$ cat src/rtl/hpdmc_ddrseq_pkg.sv
// ============================================================================
//  Module   : hpdmc_ddrseq_pkg
//  Brief    : Shared state encoding and burst constants for the DDR sequencer
//  Revision : 1.0
// ============================================================================
`default_nettype none

package hpdmc_ddrseq_pkg;

    localparam int BURST_BEATS = 4;
    localparam int BEAT_W      = 2;
    localparam int CL_W        = 3;

    localparam logic [BEAT_W-1:0] LAST_BEAT = BEAT_W'(BURST_BEATS - 1);

    typedef enum logic [2:0] {
        S_IDLE  = 3'd0,
        S_WRITE = 3'd1,
        S_RWAIT = 3'd2,
        S_READ  = 3'd3,
        S_DRAIN = 3'd4
    } state_t;

    // A CAS latency of zero cannot be honoured; it behaves as one.
    function automatic logic [CL_W-1:0] eff_cl(input logic [CL_W-1:0] cl);
        return (cl == '0) ? CL_W'(1) : cl;
    endfunction

endpackage

`default_nettype wire

$ cat src/rtl/hpdmc_ddrseq_burstcnt.sv
// ============================================================================
//  Module   : hpdmc_ddrseq_burstcnt
//  Brief    : Beat/burst counter; runs from start until the last beat of the
//             last burst has been ticked
//  Revision : 1.0
// ============================================================================
`default_nettype none

module hpdmc_ddrseq_burstcnt
    import hpdmc_ddrseq_pkg::*;
#(
    parameter int NB_W = 3
) (
    input  logic              clk,
    input  logic              rst,
    input  logic              start,
    input  logic              tick,
    input  logic [NB_W-1:0]   nbursts,
    output logic              running,
    output logic [BEAT_W-1:0] beat,
    output logic              last
);

    logic              r_running;
    logic [BEAT_W-1:0] r_beat;
    logic [NB_W-1:0]   r_burst;

    // Burst index stops at nbursts, so an all-ones count never overflows.
    assign last    = r_running & (r_beat == LAST_BEAT) & (r_burst == nbursts);
    assign running = r_running;
    assign beat    = r_beat;

    always_ff @(posedge clk) begin
        if (rst) begin
            r_running <= 1'b0;
            r_beat    <= '0;
            r_burst   <= '0;
        end else if (start) begin
            r_running <= 1'b1;
            r_beat    <= '0;
            r_burst   <= '0;
        end else if (tick && r_running) begin
            r_beat <= r_beat + BEAT_W'(1);
            if (last) begin
                r_running <= 1'b0;
            end else if (r_beat == LAST_BEAT) begin
                r_burst <= r_burst + NB_W'(1);
            end
        end
    end

endmodule

`default_nettype wire

$ cat src/rtl/hpdmc_ddrseq.sv
// ============================================================================
//  Module   : hpdmc_ddrseq
//  Brief    : Sequences op_write/op_read and buffer strobes for DDR bursts,
//             with CAS latency and bus turnaround
//  Revision : 1.0
// ============================================================================
`default_nettype none

module hpdmc_ddrseq
    import hpdmc_ddrseq_pkg::*;
#(
    parameter int NB_W   = 3,
    parameter int TWTR   = 2,
    parameter int TRTW   = 1,
    parameter int RD_LAG = 3
) (
    input  logic            clk,
    input  logic            rst,
    input  logic            cmd_valid,
    input  logic            cmd_write,
    input  logic [NB_W-1:0] cmd_nbursts,
    input  logic [CL_W-1:0] cfg_cl,
    output logic            cmd_ready,
    output logic            op_write,
    output logic            op_read,
    output logic            buffer_w_nextburst,
    output logic            buffer_w_next,
    output logic            buffer_r_nextburst,
    output logic            buffer_r_next,
    output logic            rd_valid,
    output logic            busy,
    output logic            done
);

    state_t          r_state;
    logic [3:0]      r_turn_cnt;
    logic            r_last_dir;
    logic [NB_W-1:0] r_nb;
    logic [CL_W-1:0] r_wait;
    logic [1:0]      r_tail;

    logic r_op_write, r_op_read, r_w_nb, r_w_next;
    logic r_r_nb, r_r_next, r_rd_valid, r_done;

    logic              w_accept;
    logic [CL_W-1:0]   w_cl;
    logic              w_rd_launch;
    logic              w_launch_start;
    logic              w_drain_start;
    logic              w_l_running, w_l_last;
    logic [BEAT_W-1:0] w_l_beat;
    logic              w_d_running, w_d_last;
    logic [BEAT_W-1:0] w_d_beat;

    assign cmd_ready = (r_state == S_IDLE) &
                       ((r_turn_cnt == 4'd0) | (cmd_write == r_last_dir));
    assign w_accept  = cmd_valid & cmd_ready;
    assign w_cl      = eff_cl(cfg_cl);

    // Read launch fires the cycle before the first op_read cycle.
    assign w_rd_launch = ((r_state == S_IDLE) & w_accept & ~cmd_write & (w_cl == CL_W'(1))) |
                         ((r_state == S_RWAIT) & (r_wait == '0));
    assign w_launch_start = ((r_state == S_IDLE) & w_accept & cmd_write) | w_rd_launch;

    generate
        if (RD_LAG == 1) begin : g_lag_none
            assign w_drain_start = w_rd_launch;
        end else begin : g_lag_pipe
            localparam int LAG_W = RD_LAG - 1;
            logic [LAG_W-1:0] r_lag;
            always_ff @(posedge clk) begin
                if (rst) begin
                    r_lag <= '0;
                end else begin
                    r_lag <= (r_lag << 1) | LAG_W'(w_rd_launch);
                end
            end
            assign w_drain_start = r_lag[LAG_W-1];
        end
    endgenerate

    hpdmc_ddrseq_burstcnt #(.NB_W(NB_W)) u_launch (
        .clk     (clk),
        .rst     (rst),
        .start   (w_launch_start),
        .tick    (1'b1),
        .nbursts (r_nb),
        .running (w_l_running),
        .beat    (w_l_beat),
        .last    (w_l_last)
    );

    hpdmc_ddrseq_burstcnt #(.NB_W(NB_W)) u_drain (
        .clk     (clk),
        .rst     (rst),
        .start   (w_drain_start),
        .tick    (1'b1),
        .nbursts (r_nb),
        .running (w_d_running),
        .beat    (w_d_beat),
        .last    (w_d_last)
    );

    always_ff @(posedge clk) begin
        if (rst) begin
            r_state    <= S_IDLE;
            r_turn_cnt <= 4'd0;
            r_last_dir <= 1'b1;
            r_nb       <= '0;
            r_wait     <= '0;
            r_tail     <= 2'b00;
            r_op_write <= 1'b0;
            r_op_read  <= 1'b0;
            r_w_nb     <= 1'b0;
            r_w_next   <= 1'b0;
            r_r_nb     <= 1'b0;
            r_r_next   <= 1'b0;
            r_rd_valid <= 1'b0;
            r_done     <= 1'b0;
        end else begin
            r_op_write <= 1'b0;
            r_op_read  <= 1'b0;
            r_w_nb     <= 1'b0;
            r_w_next   <= 1'b0;
            r_done     <= 1'b0;

            // Read strobes follow the drain counter; rd_valid trails them by one.
            r_r_nb     <= w_d_running & (w_d_beat == '0);
            r_r_next   <= w_d_running & (w_d_beat != '0);
            r_rd_valid <= r_r_nb | r_r_next;
            r_tail     <= {r_tail[0], w_d_last};

            if ((r_state == S_IDLE) && (r_turn_cnt != 4'd0)) begin
                r_turn_cnt <= r_turn_cnt - 4'd1;
            end

            case (r_state)
                S_IDLE: begin
                    if (w_accept) begin
                        r_nb <= cmd_nbursts;
                        if (cmd_write) begin
                            r_state <= S_WRITE;
                            r_w_nb  <= 1'b1;
                        end else if (w_cl == CL_W'(1)) begin
                            r_state   <= S_READ;
                            r_op_read <= 1'b1;
                        end else begin
                            r_state <= S_RWAIT;
                            r_wait  <= w_cl - CL_W'(2);
                        end
                    end
                end
                S_WRITE: begin
                    if (w_l_running) begin
                        r_op_write <= 1'b1;
                        r_w_nb     <= (w_l_beat == LAST_BEAT) & ~w_l_last;
                        r_w_next   <= (w_l_beat != LAST_BEAT);
                    end else begin
                        r_state    <= S_IDLE;
                        r_done     <= 1'b1;
                        r_turn_cnt <= 4'(TWTR);
                        r_last_dir <= 1'b1;
                    end
                end
                S_RWAIT: begin
                    if (r_wait == '0) begin
                        r_state   <= S_READ;
                        r_op_read <= 1'b1;
                    end else begin
                        r_wait <= r_wait - CL_W'(1);
                    end
                end
                S_READ: begin
                    r_op_read <= ~w_l_last;
                    if (w_l_last) begin
                        r_state <= S_DRAIN;
                    end
                end
                S_DRAIN: begin
                    if (r_tail[1]) begin
                        r_state    <= S_IDLE;
                        r_done     <= 1'b1;
                        r_turn_cnt <= 4'(TRTW);
                        r_last_dir <= 1'b0;
                    end
                end
                default: r_state <= S_IDLE;
            endcase
        end
    end

    assign op_write           = r_op_write;
    assign op_read            = r_op_read;
    assign buffer_w_nextburst = r_w_nb;
    assign buffer_w_next      = r_w_next;
    assign buffer_r_nextburst = r_r_nb;
    assign buffer_r_next      = r_r_next;
    assign rd_valid           = r_rd_valid;
    assign busy               = (r_state != S_IDLE);
    assign done               = r_done;

endmodule

`default_nettype wire

$ cat config.mk
export PLATFORM = sky130hd
export DESIGN_NAME = hpdmc_ddrseq
export DESIGN_NICKNAME = d
export VERILOG_FILES = /design/src/rtl/hpdmc_ddrseq_pkg.sv /design/src/rtl/hpdmc_ddrseq_burstcnt.sv /design/src/rtl/hpdmc_ddrseq.sv
export SDC_FILE = /design/constraint.sdc
export NUM_CORES = 1
export LEC_CHECK = 0
export ABC_AREA = 1
export CAP_MARGIN = 20
export CORE_MARGIN = 2
export CORE_UTILIZATION = 33
export DETAILED_ROUTE_END_ITERATION = 7
export PLACE_DENSITY_LB_ADDON = 0.12
export SYNTH_ARGS = -nofsm -noshare
export SYNTH_HDL_FRONTEND = slang
export SYNTH_SLANG_ARGS = --single-unit
export TNS_END_PERCENT = 50
$ cat constraint.sdc
create_clock -name clk -period 1.5 [get_ports clk]
set_input_delay 0.375 -clock clk [delete_from_list [all_inputs] [get_ports clk]]
set_output_delay 0.375 -clock clk [all_outputs]
set_load 0.02 [all_outputs]
## Word-level counts from Yosys, hierarchy flattened

Index checks and enable logic that the tools add are counted.

| operators by class | value |
|---|---|
| $add $sub $neg | 7 |
| equal/unequal tests | 19 |
| multiplexer cells | 40 |
| bitwise logic cells | 24 |
| reductions and logical operators | 21 |

Operators by type and width:

| operator | count |
|---|---|
| two-way mux 3 bit | 10 |
| two-way mux 1 bit | 19 |
| inequality test 2 bit (second input constant) | 8 |
| case mux 3 bit (5 select lines) | 1 |
| bitwise AND 1 bit | 14 |
| two-way mux 4 bit | 3 |
| AND reduction 5 bit | 2 |
| zero test 3 bit | 3 |
| AND reduction 3 bit | 3 |
| case mux 4 bit (2 select lines) | 1 |
| adder 3 x 1 -> 3 bit (second input constant) | 2 |
| equality test 3 x 1 -> 1 bit (second input constant) | 2 |
| equality test 3 x 2 -> 1 bit (second input constant) | 2 |
| equality test 3 bit | 2 |
| case mux 1 bit (2 select lines) | 3 |
| case mux 3 bit (2 select lines) | 1 |
| nonzero test 2 bit | 3 |
| OR reduction 2 bit | 3 |
| NOT 1 bit | 5 |
| adder 2 x 1 -> 2 bit (second input constant) | 2 |
| equality test 2 bit (second input constant) | 2 |
| zero test 4 bit | 1 |
| OR 1 bit | 4 |
| nonzero test 4 bit | 1 |
| other kinds (14) | 14 |

| word-level totals | value |
|---|---|
| register bits after elaboration | 38 |
| output and inout port bits | 10 |
| word-level logic and storage cells | 132 |

## Depth between registers and ports, before layout

Gate-level depths: netlist (run 1).

| logic depth | value |
|---|---|
| depth in word-level cells | 10 |
| depth in mapped cells | 11 |
| mapped depth without buffers | 11 |

## By module

Synthesis (run 1) repeated with hierarchy kept, for this count alone.

| unflattened totals | value |
|---|---|
| cell total of the unflattened synthesis | 296 |
| area, all modules | 2014.4 µm² |

By module, submodules not included:

| module | times used | cells an instance | area an instance (µm²) | seq. area each (µm²) |
|---|---|---|---|---|
| hpdmc_ddrseq | 1 | 180 | 1276.2 | 520.5 |
| hpdmc_ddrseq_burstcnt | 2 | 58 | 369.1 | 120.1 |

## Worst setup path after synthesis (run 1)

No wires, ideal clock.

| timing path | value |
|---|---|
| path type | register to register |
| start point | reg r_turn_cnt[0] |
| end point | reg r_nb[0] |
| library setup time | 0.119 ns |
| arrival time | 1.292 ns |
| slack | 0.088 ns |
| cell stages (with the launch flop) | 10 |
| path buffers | 0 |
| cells stage by stage | dfxtp_1 -> inv_1 -> ha_1 -> nand2_1 -> nor2_1 -> nor2_4 -> nor2_8 -> nand2_2 -> o21ai_0 -> a21oi_1 |

| between the ends | value |
|---|---|
| longest elaborated chain between the ends | 5 |

RTL lines:

| what | line | source |
|---|---|---|
| start, declared | hpdmc_ddrseq.sv:36 | `logic [3:0] r_turn_cnt;` |
| start signal, assigned | hpdmc_ddrseq.sv:134 | `r_turn_cnt <= r_turn_cnt - 4'd1;` |
| start signal, assigned | hpdmc_ddrseq.sv:161 | `r_turn_cnt <= 4'(TWTR);` |
| start signal, assigned | hpdmc_ddrseq.sv:183 | `r_turn_cnt <= 4'(TRTW);` |
| zero test 4 bit | hpdmc_ddrseq.sv:56 | `((r_turn_cnt == 4'd0) \| (cmd_write == r_last_dir));` |
| OR 1 bit | hpdmc_ddrseq.sv:56 |  |
| bitwise AND 1 bit | hpdmc_ddrseq.sv:55 | `assign cmd_ready = (r_state == S_IDLE) &` |
| net cmd_ready | hpdmc_ddrseq.sv:23 | `output logic cmd_ready,` |
| bitwise AND 1 bit | hpdmc_ddrseq.sv:57 | `assign w_accept = cmd_valid & cmd_ready;` |
| AND reduction 2 bit (no source line) | -- |  |
| end signal, assigned | hpdmc_ddrseq.sv:140 | `r_nb <= cmd_nbursts;` |
| end, declared | hpdmc_ddrseq.sv:38 | `logic [NB_W-1:0] r_nb;` |

The timed path passes the listed nets, and every way through them passes these cells.
A chain may end at the register's enable or synchronous reset.

## Final worst setup path (run 1)

| timing path | value |
|---|---|
| start point | reg r_turn_cnt[1] |
| end point | out cmd_ready |

| between the ends | value |
|---|---|
| longest elaborated chain between the ends | 3 |

RTL lines:

| what | line |
|---|---|
| zero test 4 bit | hpdmc_ddrseq.sv:56 |
| OR 1 bit | hpdmc_ddrseq.sv:56 |
| bitwise AND 1 bit | hpdmc_ddrseq.sv:55 |
| end, declared | hpdmc_ddrseq.sv:23 |

Every way passes these cells.

==> results of run 1 <==
-- routing by layer --
layer	vias to the layer above	share of wire	track usage
li1	917	-	-
met1	726	0.50	0.190
met3	2	0.038	0.0430
met2	24	0.46	0.234
met4	0	0.0056	0.0362
met5	-	0	0
-- logic make-up after synthesis --
group / after synthesis / synth area share
AOI/OAI and AO/OA: 32 / 0.0886
xor gates and xnor gates: 11 / 0.0509
adders and majority gates: 8 / 0.0529
buffers and inverters: 43 / 0.0853
DFF: 38 / 0.402
muxes: 2 / 0.0106
and+or+nand+nor: 124 / 0.310
-- flip-flops by register name (all words and copies together), names as in the netlist, 2 cells and up --
name              flops
r_turn_cnt            4
u_drain.beat          2
u_drain.r_burst       3
r_nb                  3
u_launch.r_burst      3
u_launch.beat         2
r_wait                3
r_state               3
g_lag_pipe.r_lag      2
r_tail                2
-- worst min-delay path by stage --
stage	startpoint	endpoint	slack, ns	cells past startpoint
2_1_floorplan	g_lag_pipe.r_lag[0]	g_lag_pipe.r_lag[1]	0.39	2
3_3_place_gp	g_lag_pipe.r_lag[0]	g_lag_pipe.r_lag[1]	0.40	2
3_5_place_dp	r_tail[0]	r_tail[1]	0.39	2
4_1_cts	r_tail[0]	r_tail[1]	0.41	2
5_1_grt	r_tail[0]	r_tail[1]	0.42	2
6_report	r_tail[0]	r_tail[1]	0.40	2
-- Yosys cell counts (all sizes together) --
cell type / count / area [um^2]
nand2: 53 / 206
nor2: 45 / 200
inv: 40 / 150
dfxtp: 38 / 761
a21oi: 17 / 85.1
nand3: 16 / 115
o21ai: 13 / 68.8
ha: 8 / 100
xnor2: 6 / 52.6
nor3: 5 / 25.0
xor2: 5 / 43.8
nand4: 4 / 31.3
clkbuf: 2 / 7.51
mux2i: 2 / 20.0
a31oi: 1 / 6.26
buf: 1 / 3.75
nand3b: 1 / 7.51
o211ai: 1 / 7.51
-- repair_timing --
action | CTS | global route
buffers inserted | 2 | 1
setup endpoints to repair | 26 | 17
gates resized for setup | 33 | 12
pin swaps | 10 | 9
-- power by group through the flow --
stage / logic, uW / clock network, uW / registers (uW)
floorplan: 1180 / 0 / 1370
global placement: 1870 / 0 / 1340
detailed placement: 1880 / 0 / 1340
CTS: 1990 / 1080 / 1330
global route: 2330 / 1120 / 1360
finish: 2070 / 1050 / 1330
-- critical path, stage by stage, from the launching register on --
cell and delay (ns):
dfxtp_2 0.34, inv_2 0.05, ha_4 0.16, nand2_4 0.07
nor2_4 0.04, nor2_4 0.15, nor2_8 0.04, buf_6 0.12
-- area by class of cell --
class / count / area, um^2
clock buffers: 5 / 68.8
clock inverters: 3 / 68.8
fillers: 562 / 2910
inverters: 40 / 150
multi-input cells: 177 / 1040
flip-flops and latches: 38 / 763
well taps: 72 / 90.1
repair buffers: 50 / 415
-- through the flow --
| stage | instance area (um^2) | util | hold WS (ns) |
|---|---|---|---|
| floorplan | 1890 | - | 0.388 |
| global placement | 2380 | 0.432 | 0.404 |
| detailed placement | 2380 | 0.432 | 0.393 |
| CTS | 2550 | 0.464 | 0.409 |
| global route | 2600 | 0.472 | 0.418 |
| finish | 2600 | 0.472 | 0.405 |
==> results.sh, run 1 <==
export IMPL_status="complete, but fails checks"
export IMPL_violations="setup timing"
export IMPL_drc_errors=0
export IMPL_port_buffers=19
export IMPL_min_path_type="reg -> reg"
export IMPL_p_per_area_nw_per_um2=1710
export IMPL_mostFrequentLayoutCell="nand2_1"
export IMPL_dieHeight_um=79.7
export IMPL_core_um2=5510
export IMPL_viasPerCell=4.34
export IMPL_htree_num_levels=2
export IMPL_wl_um=4100
export IMPL_nets=330
export IMPL_grt_pass1_wl_um=7180
export IMPL_startpoint_type="flip-flop"
export IMPL_mostFrequentLayoutCells="47 x nand2_1, 37 x nor2_1, 36 x dfxtp_1, 32 x inv_1, 29 x buf_4"
export IMPL_crit_fanout=2
export IMPL_clockRootBuffer="clkbuf_8"
export IMPL_cts_sinks=38
export IMPL_ys_warn_count=0
export IMPL_synth_ff_latch_count=38
export IMPL_fin_skew_ns=0.00473
export IMPL_finalSetupTns_ns=-0.221
export IMPL_postCtsHoldBufs=0
export IMPL_dpl_hpwl_um=3070
export IMPL_syn_to_final_growth_pct=37.3
export IMPL_p_switching_uw=1660
export IMPL_ant_nets=0
export IMPL_finalMaxSlewViolations=0
export IMPL_drive_above_1_share=0.240
export IMPL_max_cap_viol_count=0
export IMPL_die_area_um2=6350
export IMPL_rr_startpoint="r_turn_cnt[0]"
export IMPL_reg2reg_to="r_state[1]"
export IMPL_grt_pass1_vias=1602
export IMPL_start_util=0.344
export IMPL_worst_slew_pin_transition_ns=0.274
export IMPL_power_share_clock=0.235
export IMPL_worstPathRequired_ns=1.12
export IMPL_relSlewSlack=0.816
export IMPL_hold_viol=0
export IMPL_critPathArrivalTime_ns=1.26
export IMPL_firstDrtPassIters=4
export IMPL_syn_nets=276
export IMPL_period_needed_ns=1.63
export IMPL_p_int_uw=2790
export IMPL_synth_area_per_cell_um2=7.33
export IMPL_via_count=1669
export IMPL_grt_use_total=0.145
export IMPL_worstSetupPathType="reg -> out"
export IMPL_place_gp_congestion=0.826
export IMPL_crit_end="cmd_ready"
export IMPL_pwr_share_comb=0.466
export IMPL_rows=27
export IMPL_setup_viol=3
export IMPL_grt_ovfl_total=0
export IMPL_synth_cell_types=26
export IMPL_max_freq_ghz=0.613
export IMPL_synthCells=258
export IMPL_clock_latency_ns=0.29
export IMPL_leakage_uw=0.00122
export IMPL_startpoint="r_turn_cnt[1]"
export IMPL_finalNonFillerCells=385
export IMPL_worstRegToRegCells=13
export IMPL_syn_area_um2=1890
export IMPL_layout_setup_ws_ns=-0.132
export IMPL_antenna_found_initial=0
export IMPL_p_sw_frac=0.373
export IMPL_dpl_cell_count=375
export IMPL_ios=20
export IMPL_synth_seq_area_share=0.402
export IMPL_cts_buffers=5
export IMPL_cts_tree="done"
export IMPL_r2r_slack_ns=-0.05
export IMPL_drt_iter0_markers=70
export IMPL_die_width_um=79.7
export IMPL_diodes=0
export IMPL_peakVddDrop_uv=1080
export IMPL_drt_wirelength_per_cell_um=10.6
export IMPL_post_route_period_util=1.09
export IMPL_place_ws_ns=-0.723
export IMPL_cts_max_path_buffers=2
export IMPL_grt_setup_unrepaired="yes"
export IMPL_seqPwrFrac=0.299
export IMPL_grt_max_degree=16
export IMPL_endpoint_kind="output port"
export IMPL_p_total_uw=4440
export IMPL_path_clk_slew_ns=0.08
(Power assumes the default switching activity.)
==> run 2: changes to the inputs <==
--- a/config.mk
+++ b/config.mk
@@ -6,7 +6,6 @@
 export NUM_CORES = 1
 export LEC_CHECK = 0
 export ABC_AREA = 1
-export CAP_MARGIN = 20
 export CORE_MARGIN = 2
 export CORE_UTILIZATION = 33
 export DETAILED_ROUTE_END_ITERATION = 7
==> results of run 2 <==
Final layout, timing and power as in run 1 (identical DEF).
